<file path="src/rtl/pipeline_hazard_sequencer_if.sv">
// Hazard-sequencer bundle: hazard information from the ID/EX pipeline and the
// stall/bubble/flush controls returned to it.
interface pipeline_hazard_sequencer_if #(
    parameter int CNT_W = 16
);
    logic [4:0]       id_rs;
    logic [4:0]       id_rt;
    logic             idex_memread;
    logic [4:0]       idex_rt;
    logic             idex_muldiv;
    logic             branch_taken_ex;

    logic             pc_write;
    logic             ifid_write;
    logic             idex_write;
    logic             idex_bubble;
    logic             exmem_bubble;
    logic             ifid_flush;
    logic             idex_flush;
    logic             forward_enable;
    logic [CNT_W-1:0] stall_cycles;

    // Pipeline datapath side: supplies hazard info, consumes controls.
    modport master (
        output id_rs, id_rt, idex_memread, idex_rt, idex_muldiv, branch_taken_ex,
        input  pc_write, ifid_write, idex_write, idex_bubble, exmem_bubble,
               ifid_flush, idex_flush, forward_enable, stall_cycles
    );

    // Sequencer side.
    modport slave (
        input  id_rs, id_rt, idex_memread, idex_rt, idex_muldiv, branch_taken_ex,
        output pc_write, ifid_write, idex_write, idex_bubble, exmem_bubble,
               ifid_flush, idex_flush, forward_enable, stall_cycles
    );
endinterface

</file>
<file path="src/rtl/pipeline_hazard_sequencer.sv">
// ID/EX hazard sequencer: load-use stalls, multi-cycle mul/div occupancy of EX,
// taken-branch flushes, forwarding gating and a saturating stall counter.
module pipeline_hazard_sequencer #(
    parameter int MD_LAT = 4,
    parameter int CNT_W  = 16
) (
    input  logic                           clk,
    input  logic                           rst_n,
    pipeline_hazard_sequencer_if.slave     hz
);
    typedef enum logic [1:0] {RUN, MD_WAIT, MD_REL} state_t;

    // The RUN cycle that starts a mul/div and the MD_REL cycle bracket the
    // MD_WAIT cycles, so MD_WAIT lasts MD_LAT-3 extra counts beyond the first.
    localparam bit         MD_STALLS = (MD_LAT > 1);
    localparam state_t     MD_ENTRY  = (MD_LAT > 2) ? MD_WAIT : MD_REL;
    localparam int         MD_INIT_I = (MD_LAT > 2) ? (MD_LAT - 3) : 0;
    localparam logic [3:0] MD_INIT   = MD_INIT_I[3:0];

    state_t           state_reg, state_next;
    logic [3:0]       md_cnt_reg, md_cnt_next;
    logic [CNT_W-1:0] stall_cycles_reg;
    logic             forward_enable_reg;

    logic pc_write, ifid_write, idex_write;
    logic idex_bubble, exmem_bubble, ifid_flush, idex_flush;
    logic load_use;

    assign load_use = hz.idex_memread && (hz.idex_rt != 5'd0) &&
                      ((hz.idex_rt == hz.id_rs) || (hz.idex_rt == hz.id_rt));

    always_comb begin
        pc_write     = 1'b1;
        ifid_write   = 1'b1;
        idex_write   = 1'b1;
        idex_bubble  = 1'b0;
        exmem_bubble = 1'b0;
        ifid_flush   = 1'b0;
        idex_flush   = 1'b0;
        state_next   = state_reg;
        md_cnt_next  = md_cnt_reg;

        // While reset is held the controls must read as defaults whatever the inputs.
        if (rst_n) begin
            case (state_reg)
                MD_WAIT: begin
                    pc_write     = 1'b0;
                    ifid_write   = 1'b0;
                    idex_write   = 1'b0;
                    exmem_bubble = 1'b1;
                    if (md_cnt_reg == 4'd0) begin
                        state_next = MD_REL;
                    end else begin
                        md_cnt_next = md_cnt_reg - 4'd1;
                    end
                end
                default: begin
                    if (state_reg == MD_REL) begin
                        state_next = RUN;
                    end
                    if (hz.branch_taken_ex) begin
                        ifid_flush = 1'b1;
                        idex_flush = 1'b1;
                    end else if ((state_reg == RUN) && hz.idex_muldiv && MD_STALLS) begin
                        pc_write     = 1'b0;
                        ifid_write   = 1'b0;
                        idex_write   = 1'b0;
                        exmem_bubble = 1'b1;
                        state_next   = MD_ENTRY;
                        md_cnt_next  = MD_INIT;
                    end else if (load_use) begin
                        pc_write    = 1'b0;
                        ifid_write  = 1'b0;
                        idex_bubble = 1'b1;
                    end
                end
            endcase
        end
    end

    always_ff @(posedge clk or negedge rst_n) begin
        if (!rst_n) begin
            state_reg          <= RUN;
            md_cnt_reg         <= 4'd0;
            stall_cycles_reg   <= '0;
            forward_enable_reg <= 1'b0;
        end else begin
            state_reg          <= state_next;
            md_cnt_reg         <= md_cnt_next;
            forward_enable_reg <= (state_next != MD_WAIT);
            if (!pc_write && (stall_cycles_reg != '1)) begin
                stall_cycles_reg <= stall_cycles_reg + 1'b1;
            end
        end
    end

    assign hz.pc_write       = pc_write;
    assign hz.ifid_write     = ifid_write;
    assign hz.idex_write     = idex_write;
    assign hz.idex_bubble    = idex_bubble;
    assign hz.exmem_bubble   = exmem_bubble;
    assign hz.ifid_flush     = ifid_flush;
    assign hz.idex_flush     = idex_flush;
    assign hz.forward_enable = forward_enable_reg;
    assign hz.stall_cycles   = stall_cycles_reg;
endmodule

</file>
<file path="src/flat_wrapper.sv">
// flat-port wrapper written by rule: the top's interface ports become plain ports
module pipeline_hazard_sequencer_flat 
#(
    parameter int MD_LAT = 4,
    parameter int CNT_W  = 16
)
  (clk, rst_n, hz_id_rs, hz_id_rt, hz_idex_memread, hz_idex_rt, hz_idex_muldiv, hz_branch_taken_ex, hz_pc_write, hz_ifid_write, hz_idex_write, hz_idex_bubble, hz_exmem_bubble, hz_ifid_flush, hz_idex_flush, hz_forward_enable, hz_stall_cycles);
  pipeline_hazard_sequencer_if #(.CNT_W(CNT_W)) hz_i ();
  input  logic clk;
  input  logic rst_n;
  input wire logic [$bits(hz_i.id_rs)-1:0] hz_id_rs;
  input wire logic [$bits(hz_i.id_rt)-1:0] hz_id_rt;
  input wire logic [$bits(hz_i.idex_memread)-1:0] hz_idex_memread;
  input wire logic [$bits(hz_i.idex_rt)-1:0] hz_idex_rt;
  input wire logic [$bits(hz_i.idex_muldiv)-1:0] hz_idex_muldiv;
  input wire logic [$bits(hz_i.branch_taken_ex)-1:0] hz_branch_taken_ex;
  output wire logic [$bits(hz_i.pc_write)-1:0] hz_pc_write;
  output wire logic [$bits(hz_i.ifid_write)-1:0] hz_ifid_write;
  output wire logic [$bits(hz_i.idex_write)-1:0] hz_idex_write;
  output wire logic [$bits(hz_i.idex_bubble)-1:0] hz_idex_bubble;
  output wire logic [$bits(hz_i.exmem_bubble)-1:0] hz_exmem_bubble;
  output wire logic [$bits(hz_i.ifid_flush)-1:0] hz_ifid_flush;
  output wire logic [$bits(hz_i.idex_flush)-1:0] hz_idex_flush;
  output wire logic [$bits(hz_i.forward_enable)-1:0] hz_forward_enable;
  output wire logic [$bits(hz_i.stall_cycles)-1:0] hz_stall_cycles;
  assign hz_i.id_rs = hz_id_rs;
  assign hz_i.id_rt = hz_id_rt;
  assign hz_i.idex_memread = hz_idex_memread;
  assign hz_i.idex_rt = hz_idex_rt;
  assign hz_i.idex_muldiv = hz_idex_muldiv;
  assign hz_i.branch_taken_ex = hz_branch_taken_ex;
  assign hz_pc_write = hz_i.pc_write;
  assign hz_ifid_write = hz_i.ifid_write;
  assign hz_idex_write = hz_i.idex_write;
  assign hz_idex_bubble = hz_i.idex_bubble;
  assign hz_exmem_bubble = hz_i.exmem_bubble;
  assign hz_ifid_flush = hz_i.ifid_flush;
  assign hz_idex_flush = hz_i.idex_flush;
  assign hz_forward_enable = hz_i.forward_enable;
  assign hz_stall_cycles = hz_i.stall_cycles;
  pipeline_hazard_sequencer #(.MD_LAT(MD_LAT), .CNT_W(CNT_W)) u_core (.clk(clk), .rst_n(rst_n), .hz(hz_i));
endmodule
</file>
<file path="config.mk">
export PLATFORM = sky130hd
export DESIGN_NAME = pipeline_hazard_sequencer_flat
export DESIGN_NICKNAME = d
export VERILOG_FILES = /design/src/rtl/pipeline_hazard_sequencer_if.sv /design/src/rtl/pipeline_hazard_sequencer.sv /design/src/flat_wrapper.sv
export SDC_FILE = /design/constraint.sdc
export NUM_CORES = 1
export LEC_CHECK = 0
export ABC_AREA = 1
export CAP_MARGIN = 15
export CORE_MARGIN = 5
export CORE_UTILIZATION = 48
export DETAILED_ROUTE_END_ITERATION = 10
export PLACE_DENSITY = 0.91
export SLEW_MARGIN = 20
export SYNTH_ARGS = -nofsm -noshare
export SYNTH_HDL_FRONTEND = slang
export SYNTH_SLANG_ARGS = --single-unit
export TNS_END_PERCENT = 5
</file>
<file path="constraint.sdc">
create_clock -name clk -period 2.13 [get_ports clk]
set_clock_uncertainty 0.05 [all_clocks]
set_input_delay 0.426 -clock clk [delete_from_list [all_inputs] [get_ports clk]]
set_output_delay 0.426 -clock clk [all_outputs]
set_load 0.02 [all_outputs]
</file>
Word level (Yosys, flattened, before mapping)
Cells that the tools add are included.
- eq/ne operators: 8
- divide/modulo/power cells: 0
- order comparisons: 0
- shift operators: 0
- bitwise gates (word level): 0
- $mul: 0
- multiplexer cells: 31
- reductions and logical operators: 11
- add/sub/neg operators: 2
- operator list (operator ; number):
    2-to-1 mux 1 bit ; 21
    adder 16 x 1 -> 16 bit (second input constant) ; 1
    2-to-1 mux 4 bit ; 4
    inequality test 16 bit (second input constant) ; 1
    2-to-1 mux 2 bit ; 6
    == test 5 bit ; 2
    nonzero test 5 bit ; 1
    logical AND 1 bit ; 4
    logical NOT 4 bit ; 1
    inequality test 2 x 1 -> 1 bit (second input constant) ; 2
    AND reduction 4 bit ; 1
    subtractor 4 x 1 -> 4 bit (second input constant) ; 1
    == test 2 x 1 -> 1 bit (second input constant) ; 1
    == test 2 bit (second input constant) ; 1
    logical NOT 2 bit ; 1
    inequality test 2 bit (second input constant) ; 1
    nonzero test 2 bit ; 1
    logical NOT 1 bit ; 1
    logical OR 1 bit ; 1
- memory bits (writable): 0
- bits of input ports: 20
- memory bits (read-only): 0
- bits in latches: 0
- bits in registers: 23
- output and inout bits: 24
- memories kept: 0

Depth between registers and ports, before layout
- depth after elaboration: 10
- mapped depth: 12
- gate-level depth less buffers: 11

Worst setup path before layout
No wires, ideal clock.
- kind: register to output
- start point: reg u_core.state_reg[1]
- end point: out hz_pc_write
- buffers on the path: 2
- setup slack: -0.028 ns
- stages on the path, launching flop included: 9
- arrival: 1.682 ns
- path through: dfrtp_1 inv_1 o21ai_0 nor2_2 inv_1 nand2_4 buf_4 inv_1 buf_4
- word-level cells in the longest chain between the ends: 6
- elaborated cells between the ends (all ways): 7
- those cells by class: eq/ne (1); mux (4); reduce/logical (2)
- RTL lines (what ; line ; text):
    from (decl) ; pipeline_hazard_sequencer.sv:20 ; state_t state_reg, state_next;
    from (signal assigned) ; pipeline_hazard_sequencer.sv:88 ; state_reg <= state_next;
    logical NOT 2 bit ; pipeline_hazard_sequencer.sv:64 ; end else if ((state_reg == RUN) && hz.idex_muldiv && MD_STALLS) begin
    logical AND 1 bit ; pipeline_hazard_sequencer.sv:64 ;
    2-to-1 mux 1 bit (2 in series) ; -- ;
    2-to-1 mux 1 bit * (2 in series) ; -- ;
    to (decl) ; flat_wrapper.sv:17 ; output wire logic [$bits(hz_i.pc_write)-1:0] hz_pc_write;
Mark *: on every way between the ends. The rest lies on a longest branch, timed or not.

Worst setup path in the final report
- start point: reg u_core.state_reg[0]
- end point: out hz_exmem_bubble
- word-level cells in the longest chain between the ends: 6
- elaborated cells between the ends (all ways): 7
- those cells by class: eq/ne (1); mux (4); reduce/logical (2)
- RTL lines (what ; line ; text):
    logical NOT 2 bit ; pipeline_hazard_sequencer.sv:64 ;
    logical AND 1 bit ; pipeline_hazard_sequencer.sv:64 ;
    2-to-1 mux 1 bit ; pipeline_hazard_sequencer.sv:64 ;
    2-to-1 mux 1 bit ; pipeline_hazard_sequencer.sv:61 ; if (hz.branch_taken_ex) begin
    2-to-1 mux 1 bit * ; pipeline_hazard_sequencer.sv:45 ; case (state_reg)
    2-to-1 mux 1 bit * ; pipeline_hazard_sequencer.sv:44 ; if (rst_n) begin
    to (decl) ; flat_wrapper.sv:21 ; output wire logic [$bits(hz_i.exmem_bubble)-1:0] hz_exmem_bubble;
Marks and branches as above.

==> flow_summary.toml <==
[floorplan]
fp.dieH_um = 67.9
coreArea_mm2 = 0.00328
io_pins = 44
dieArea_mm2 = 0.00461
row_count = 21
die_x_um = 67.9
start_util_pct = 49.0

[routing]
ant_nets = 0
via_per_inst = 4.88
vias = 1590
firstDrtPassIters = 4
drc = 0
wire_per_inst_um = 11.9
drt_iter0_drc = 106
wl_um = 3890

[clock_network]
clock_latency_ns = 0.33
clock-sinks = 23
cts_setup_buffers = 0
cts_root_buffer = "clkbuf_4"
cts_buffer_depth = 2
cts_buffers = 3
htreeDepth = 1
postCtsHoldBufs = 0
clk_pin_slew_worst_paths_ns = 0.12
cts_tree = "done"

[synth]
syn_inst = 231
synthesis.nets = 254
netlist_area_mm2 = 0.00161
ys_seq_elements = 23
yosysSeqAreaShare_pct = 35.8
yosysWarnings = 0
avgSynthCellArea_um2 = 6.96
ys_types = 24

[setup_path]
crit_chain = "inv_2, nor2_4, o21ai_2, nor2_2, buf_4, clkdlybuf4s15_2"
crit_fanout = 6
worst-path-buf-inv = 3
critical_path_class = "reg -> out"
worstSetupEndpointType = "output port"
critical-path-top-delay-family = "flip-flops"
critPathLaunch = "u_core.state_reg[0]$_DFF_PN0_"
slowest_stage = "dfrtp_1"
critPathArrivalTime_ns = 1.65
slowest_delay_ns = 0.44
worst_setup_path_start_kind = "register"
critPathRequiredTime_ns = 1.65
r2r_slack_ns = 0.20
rr_startpoint = "u_core.hz.stall_cycles[0]$_DFFE_PN0P_"

[timing]
worst_pin_slew_ns = 0.491
hold_ws_ns = 0.0859
setup_tns_ns = 0
period_minus_slack_ns = 2.12
final_hold_viol_count = 0
max_freq_mhz = 471
setup_viol = 0
drv_slew = 0
rsz0062_at_grt = "yes"
min_period_over_period_pct = 99.7
slew_headroom_pct = 67.0

[power]
p_per_area_mw_per_mm2 = 788
p_sw_share_pct = 43.6
seqPwrFrac_pct = 37.7
p_leak_uw = 0.00117
clkPwrFrac_pct = 12.4
power_uw = 1700
p_sw_uw = 742
combPwrFrac_pct = 49.9
ir_drop_uv = 641
p_int_uw = 959

[grt]
overflow = 0
antenna_found_initial = 0
grt_pass1_wl_um = 6630
grt.total_usage_pct = 18.9
grt_max_degree = 21
grt_pass1_vias = 1527

[layout]
final_cell_mix = "78 x nand2_1, 30 x inv_1, 29 x nand3_1"
final_common_cell = "nand2_1"
nNetsFinal = 304
largest_register_ffs = 16
n_antenna_cell = 0
area_growth_pct = 34.3
drive_gt1_share_pct = 10.7

[place]
globalplace.congestion = 0.825
io_buffers = 43
hpwl_um = 2950

[run_status]
status = "complete, no violations"

[worst_hold_path]
min_path_type = "in -> async"

[job]
drv_cap = 0
routing by layer:
metal / vias to the layer above / part of all wire [%] / global-route usage (%)
met5: - / 0 / 0
li1: 821 / - / -
met3: 7 / 3.8 / 1.81
met4: 0 / 2.1 / 6.70
met2: 36 / 50 / 31.8
met1: 726 / 44 / 25.3
power groups by stage:
| stage | Clock [uW] | Combinational, uW | Sequential (uW) |
|---|---|---|---|
| 3_3_place_gp | 0 | 820 | 641 |
| 2_1_floorplan | 0 | 484 | 693 |
| 3_5_place_dp | 0 | 849 | 647 |
| 4_1_cts | 216 | 832 | 639 |
| 6_report | 211 | 850 | 641 |
| 5_1_grt | 222 | 939 | 663 |
worst reg2reg max path, stage by stage, from the launching register on:
cell	delay (ns)
dfrtp_1	0.43
ha_1	0.27
nand3_1	0.19
nor3_2	0.21
nand4_4	0.28
nand2_4	0.29
nand2_1	0.07
nand2_1	0.08
stage by stage:
stage / util (%) / worst slack (ns) / cells / area [um^2]
6_report: 65.8 / 0.00627 / 326 / 2160
5_1_grt: 65.8 / -0.0344 / 326 / 2160
4_1_cts: 64.8 / -0.0425 / 326 / 2130
3_5_place_dp: 64.2 / -0.537 / 322 / 2110
3_3_place_gp: 64.2 / -0.501 / 322 / 2110
2_1_floorplan: - / 0.0323 / 231 / 1610
cell families after synthesis:
kind of cell,count (synthesis),synth area share [%]
buf+inv,38,10.1
fa+ha+maj,3,2.33
flops,23,35.8
xor+xnor,16,8.72
compound gates,10,3.50
simple gates,141,39.5
cells in the mapped netlist:
| master | instances | area share (%) |
|---|---|---|
| nand2_4 | 2 | 1.4 |
| buf_6 | 1 | 0.70 |
| nor3_2 | 1 | 0.62 |
| inv_1 | 32 | 7.5 |
| ha_1 | 3 | 2.3 |
| nor3_1 | 4 | 1.2 |
| buf_4 | 3 | 1.4 |
| dfrtp_1 | 23 | 36 |
| nor4_1 | 1 | 0.39 |
| nor2_4 | 1 | 0.70 |
| xnor2_1 | 8 | 4.4 |
| nor2_2 | 1 | 0.39 |
| nand4_4 | 1 | 1.3 |
| inv_2 | 1 | 0.23 |
| buf_2 | 1 | 0.31 |
| nand2_1 | 78 | 18 |
| nand3_1 | 30 | 9.3 |
| o21ai_2 | 1 | 0.54 |
| nor2_1 | 18 | 4.2 |
| o21ai_0 | 7 | 2.2 |
| o22ai_1 | 2 | 0.78 |
| nor3b_1 | 2 | 0.93 |
| nand4_1 | 2 | 0.78 |
| xor2_1 | 8 | 4.4 |
area by class of cell:
cell class	instances	area [um^2]
clock buffer	3	22.5
sequential	23	576
tap	46	57.6
multi-input combinational	170	886
timing repair buffer	50	489
fill	283	1120
clock inverter	1	5.00
inverter	33	124
final timing paths:
check	end	cells past startpoint
worst min register to register	u_core.md_cnt_reg[0]$_DFFE_PN0P_	1
worst max-delay path	hz_exmem_bubble	6
worst max register to register	u_core.hz.stall_cycles[10]$_DFFE_PN0P_	7
worst min-delay path	u_core.md_cnt_reg[1]$_DFFE_PN0P_	2
max in group asynchronous	u_core.hz.stall_cycles[10]$_DFFE_PN0P_	2
min in group clk	u_core.md_cnt_reg[0]$_DFFE_PN0P_	1
timing repair:
action | 4_1_cts | 5_1_grt
resized for setup | 31 | 18
setup endpoints to repair | 7 | 7
pin swaps | 2 | 8
Note: power is estimated with default switching activity, not from simulation.
